$ cat src/rtl/rob_mp_pkg.sv
// rtl/rob_mp_pkg.sv - shared sizes and entry types for the multi-port reorder buffer
package rob_mp_pkg;

  localparam int NR_ROB_ENTRIES  = 16;
  localparam int NR_WB_PORTS     = 2;
  localparam int NR_COMMIT_PORTS = 2;
  localparam int ROB_IDW         = $clog2(NR_ROB_ENTRIES);

  typedef logic [ROB_IDW-1:0] rob_id_t;

  typedef struct packed {
    rob_id_t     id;
    logic [31:0] pc;
    logic [5:0]  prd;
    logic [4:0]  ard;
    logic        needprf2arf;
    logic        completed;
  } rob_entry_t;

endpackage

$ cat src/rtl/rob_mp_onehot_prefix_cnt.sv
// rtl/rob_mp_onehot_prefix_cnt.sv - counts the fired lanes contiguous from lane 0
module onehot_prefix_cnt #(
  parameter int N  = 2,
  parameter int CW = $clog2(N + 1)
) (
  input  logic [N-1:0]  fire_i,
  output logic [CW-1:0] cnt_o
);

  // A lane only counts while every lower lane has fired as well.
  always_comb begin
    cnt_o = '0;
    for (int i = 0; i < N; i++) begin
      if (fire_i[i] && (cnt_o == CW'(i))) begin
        cnt_o = cnt_o + CW'(1);
      end
    end
  end

endmodule

$ cat src/rtl/rob_mp.sv
// rtl/rob_mp.sv - multi-port reorder buffer: in-order alloc, out-of-order completion, in-order retire
// Optional feature macro: ROB_FLUSH_EN (flush_i discards all entries when defined).
module rob_mp
  import rob_mp_pkg::*;
#(
  parameter int DEPTH     = NR_ROB_ENTRIES,
  parameter int NR_PUSH   = 2,
  parameter int NR_WB     = NR_WB_PORTS,
  parameter int NR_COMMIT = NR_COMMIT_PORTS,
  parameter int IDW       = $clog2(DEPTH)
) (
  input  logic                             clk,
  input  logic                             rst,
  input  logic [NR_PUSH-1:0]               push_valid_i,
  output logic [NR_PUSH-1:0]               push_ready_o,
  input  rob_entry_t [NR_PUSH-1:0]         push_data_i,
  output logic [NR_PUSH-1:0][IDW-1:0]      push_id_o,
  input  logic [NR_WB-1:0]                 wb_valid_i,
  input  logic [NR_WB-1:0][IDW-1:0]        wb_id_i,
  output logic [NR_COMMIT-1:0]             commit_valid_o,
  input  logic [NR_COMMIT-1:0]             commit_ready_i,
  output rob_entry_t [NR_COMMIT-1:0]       commit_data_o,
  output logic [IDW:0]                     count_o,
  output logic                             full_o,
  output logic                             empty_o,
  input  logic                             flush_i
);

  localparam int PCW = $clog2(NR_PUSH + 1);
  localparam int CCW = $clog2(NR_COMMIT + 1);
  localparam logic [IDW:0] DEPTH_C = (IDW + 1)'(DEPTH);

  rob_entry_t          entry_q [DEPTH];
  rob_entry_t          entry_d [DEPTH];
  logic [DEPTH-1:0]    alloc_q, alloc_d, done_q, done_d;
  logic [IDW-1:0]      head_q, head_d, tail_q, tail_d;
  logic [IDW:0]        count_q, count_d, free_cnt;
  logic [NR_PUSH-1:0]  push_fire;
  logic [NR_COMMIT-1:0] commit_fire;
  logic [PCW-1:0]      push_cnt;
  logic [CCW-1:0]      commit_cnt;

  assign free_cnt = DEPTH_C - count_q;
  assign count_o  = count_q;
  assign full_o   = (count_q == DEPTH_C);
  assign empty_o  = (count_q == '0);

  always_comb begin
    for (int i = 0; i < NR_PUSH; i++) begin
      push_ready_o[i] = (free_cnt > (IDW + 1)'(i));
      push_id_o[i]    = tail_q + IDW'(i);
    end
  end

  assign push_fire = push_valid_i & push_ready_o;

  // Retire window depends on registered state only, so no input reaches it combinationally.
  always_comb begin
    logic           run;
    logic [IDW-1:0] idx;
    run = 1'b1;
    idx = '0;
    for (int k = 0; k < NR_COMMIT; k++) begin
      idx = head_q + IDW'(k);
      run = run & alloc_q[idx] & done_q[idx] & (count_q > (IDW + 1)'(k));
      commit_valid_o[k]           = run;
      commit_data_o[k]            = entry_q[idx];
      commit_data_o[k].completed  = done_q[idx];
    end
  end

  assign commit_fire = commit_valid_o & commit_ready_i;

  onehot_prefix_cnt #(.N(NR_PUSH), .CW(PCW)) u_push_cnt (
    .fire_i (push_fire),
    .cnt_o  (push_cnt)
  );

  onehot_prefix_cnt #(.N(NR_COMMIT), .CW(CCW)) u_commit_cnt (
    .fire_i (commit_fire),
    .cnt_o  (commit_cnt)
  );

  // Writeback first, then retire clears, then allocation: a slot freed and reused this cycle ends up freshly allocated.
  always_comb begin
    logic [IDW-1:0] idx;
    idx     = '0;
    entry_d = entry_q;
    alloc_d = alloc_q;
    done_d  = done_q;
    head_d  = head_q + IDW'(commit_cnt);
    tail_d  = tail_q + IDW'(push_cnt);
    count_d = count_q + (IDW + 1)'(push_cnt) - (IDW + 1)'(commit_cnt);
    for (int w = 0; w < NR_WB; w++) begin
      if (wb_valid_i[w] && alloc_q[wb_id_i[w]]) begin
        done_d[wb_id_i[w]] = 1'b1;
      end
    end
    for (int k = 0; k < NR_COMMIT; k++) begin
      idx = head_q + IDW'(k);
      if (CCW'(k) < commit_cnt) begin
        alloc_d[idx] = 1'b0;
        done_d[idx]  = 1'b0;
      end
    end
    for (int i = 0; i < NR_PUSH; i++) begin
      idx = tail_q + IDW'(i);
      if (PCW'(i) < push_cnt) begin
        entry_d[idx]           = push_data_i[i];
        entry_d[idx].completed = 1'b0;
        alloc_d[idx]           = 1'b1;
        done_d[idx]            = 1'b0;
      end
    end
`ifdef ROB_FLUSH_EN
    if (flush_i) begin
      alloc_d = '0;
      done_d  = '0;
      head_d  = '0;
      tail_d  = '0;
      count_d = '0;
    end
`endif
  end

`ifndef ROB_FLUSH_EN
  logic unused_flush;
  assign unused_flush = flush_i;
`endif

  always_ff @(posedge clk or posedge rst) begin
    if (rst) begin
      head_q  <= '0;
      tail_q  <= '0;
      count_q <= '0;
      alloc_q <= '0;
      done_q  <= '0;
    end else begin
      head_q  <= head_d;
      tail_q  <= tail_d;
      count_q <= count_d;
      alloc_q <= alloc_d;
      done_q  <= done_d;
    end
  end

  // Payload storage is qualified by alloc_q, so it carries no reset.
  always_ff @(posedge clk) begin
    entry_q <= entry_d;
  end

  a_push_contig: assert property (@(posedge clk) disable iff (rst)
    ((push_valid_i & (push_valid_i + NR_PUSH'(1))) == '0));

  for (genvar w = 0; w < NR_WB; w++) begin : g_wb_chk
    a_wb_alloc: assert property (@(posedge clk) disable iff (rst)
      (wb_valid_i[w] |-> alloc_q[wb_id_i[w]]));
  end

endmodule

$ cat config.mk
export PLATFORM = sky130hd
export DESIGN_NAME = rob_mp
export DESIGN_NICKNAME = d
export VERILOG_FILES = /design/src/rtl/rob_mp_pkg.sv /design/src/rtl/rob_mp_onehot_prefix_cnt.sv /design/src/rtl/rob_mp.sv
export SDC_FILE = /design/constraint.sdc
export NUM_CORES = 2
export LEC_CHECK = 0
export CORE_MARGIN = 2
export CORE_UTILIZATION = 50
export CTS_CLUSTER_SIZE = 30
export DETAILED_ROUTE_END_ITERATION = 10
export GPL_TIMING_DRIVEN = 0
export PLACE_DENSITY = 0.72
export SYNTH_ARGS = -nofsm -noshare
export SYNTH_HDL_FRONTEND = slang
export SYNTH_SLANG_ARGS = --single-unit
$ cat constraint.sdc
create_clock -name clk -period 12.75 [get_ports clk]
set_input_delay 1.9125 -clock clk [delete_from_list [all_inputs] [get_ports clk]]
set_output_delay 1.9125 -clock clk [all_outputs]
set_load 0.02 [all_outputs]
==> run metrics <==
Row Count=111; DR DRC count=0; Post-synth EDFFs=0; Syn Area/Cell=10.42 um^2; CP Data Required Time=10840 ps; Worst Skew=28.01 ps; Post-Syn Nets=4617; Post-Syn Area=0.04655 mm^2; most frequent cells in the layout=784 x mux2i_1, 782 x nor2_1, 773 x a21oi_1; Rel. slew slack=-14.72%; failing checks=capacitance limit, slew limit; CTS clk-pin slew, worst paths=60 ps; hold-fix buffers at CTS=0; HPWL reported at the end of detailed placement=162200 um; Arr. time, crit path=9120 ps; CTS Buf Count=91; initial antenna violation count=39; buffer count from post-CTS setup fixing=0; commonest non-fill, non-tap cell in the layout=mux2i_1; nets@finish=4896; vias per cell=7.323; max frequency=0.09067 GHz; final WL=239000 um; clock root buffer=clkbuf_16; total track usage=49.28%; share of layout cells above drive strength 1=16.98%; CP Class=reg2out; cell leakage power=25.02 nW; H-tree Lvls=3; Skew-Pair Late Insertion Delay=720 ps; GPL Wtd Cong=1.066; setup TNS=0 ps; PortBufs=180; area grow syn2layout=14.35%; Starting DRT DRC Count=8702; largest net degree at the start of global routing=25; Pre-antenna DRT Iters=11; Clock Sink Count=813; placed cells=5896; pwr dens=369.5 mW/mm^2; Tightest Hold Check Type=reg2reg; TritonCTS clock tree=built; unrepaired setup endpoints after global routing=no; I/O pins=232; Clock Tree Buf Depth=3; Initial Util=50.63%; MaxCap Viol Count=46; fin crit period=11030 ps; die area=0.09556 mm^2; max-slew violations=472; Peak VDD IR=0.0002553 V; Setup Viol. Count Final=0; DR vias=44630; slew at the pin closest to its max-slew limit=1721 ps; Layout Utilization=57.90%; critical path capture point type=output port; Post-DRT Antenna Nets=0; die height=309.1 um; flops & latches, synth=813; Mapped Cells=4468; Finished Layout Cells=6094; total chip power=19.67 mW; area of the core=0.09194 mm^2; vias in the first global route=40360; distinct cell type count after synthesis=59; Post-synth top flop=dfxtp_1; post-CTS sizing=0; final hold violation count=0; routed len/inst=39.22 um; crit path launch type=flip-flop; first-pass GRT wire length=323300 um; fin crit share=86.50%; post-synthesis sequential area ratio=35.45%; CP max FO=10; grt ovf=0; status=complete, but fails checks; Synth async-reset ratio=5.535%; Die W=309.1 um; Yosys Warn Count=0
[logic make-up after synthesis]
kind of cell,share of synthesized area [%]
flip-flops,35.45
buffers and inverters,4.736
multiplexers,41.00
XOR/XNOR,0.2796
AND/OR/NAND/NOR,8.088
adder cells (fa/ha/maj),0.9784
AO/OA/AOI/OAI,9.469
[where the power goes]
part	total, mW	switching, mW	leakage [nW]	internal, mW
Combinational	11.7	6.16	16.5	5.59
Sequential	5.12	1.15	6.99	3.97
Clock	2.80	1.20	1.52	1.59
[cell type report]
type                    instances  area, um^2
clock inverters                31       342.8
fillers                      8006       38710
repair buffers                186        1931
multi-input cells            3111       27860
flip-flops and latches        813       16500
inverters                      34       127.6
plain buffers                 510        2120
diodes                         34       85.08
clock buffers                 132        2705
well taps                    1243        1555
[registers in the layout, summed over array words and instances, names as in the netlist]
name and cells:
entry_q 768, alloc_q 16, done_q 16, count_o 5, head_q 4, tail_q 4
[metal layers]
metal / part of all wire (%) / global-route usage [%]
met4: 9.2 / 34.85
met1: 33 / 58.63
met3: 18 / 27.18
met2: 40 / 66.58
met5: 0.33 / 4.196
[per-stage QoR]
step / worst slack [ps] / cell area (um^2) / hold WS (ps)
global placement: 2986 / 49910 / 538.8
detailed placement: 2905 / 50060 / 548.7
finish: 1722 / 53230 / 558.6
CTS: 2165 / 53110 / 555.7
floorplan: 6533 / 46550 / 528.9
global route: 2113 / 53170 / 576.8
[cells in the mapped netlist (12+ instances only)]
cell      number  area [um^2]
ha_1          30        375.4
mux4_2       498        11220
o22ai_1       12        75.07
nand3_1       13        65.06
o211ai_1      15        112.6
nand2_1       62        232.7
nor3_1        31        155.2
dfrtp_1       45         1126
buf_2        109        545.5
buf_1        137        514.2
clkbuf_1     260        975.9
a21oi_1      773         3869
inv_1         33        123.9
dfxtp_1      768        15370
nor2_1       782         2935
mux2i_1      784         7848
[worst max-delay path: stages, from the launching register on]
cell             delay, ps
dfrtp_1                450
buf_6                  200
buf_6                  230
buf_2                  410
clkbuf_1               700
clkbuf_1              1240
inv_1                  470
ha_1                   500
buf_2                  380
buf_2                  530
buf_2                  520
buf_1                 1130
mux4_2                 480
mux4_2                 530
clkdlybuf4s50_1        570
[path summary, 6_finish.rpt]
kind,slack [ps],end,start,cells after the start
worst min-delay path,560,entry_q[223]$_DFF_P_,entry_q[223]$_DFF_P_,2
worst max register to register,4490,count_o[4]$_DFF_PP0_,head_q[1]$_DFF_PP0_,22
worst min register to register,560,entry_q[223]$_DFF_P_,entry_q[223]$_DFF_P_,2
min in group asynchronous,1560,head_q[2]$_DFF_PP0_,rst,2
worst max-delay path,1720,commit_data_o[59],head_q[1]$_DFF_PP0_,14
max in group asynchronous,10650,alloc_q[11]$_DFF_PP0_,rst,3
Note: power is estimated with default switching activity, not from simulation.
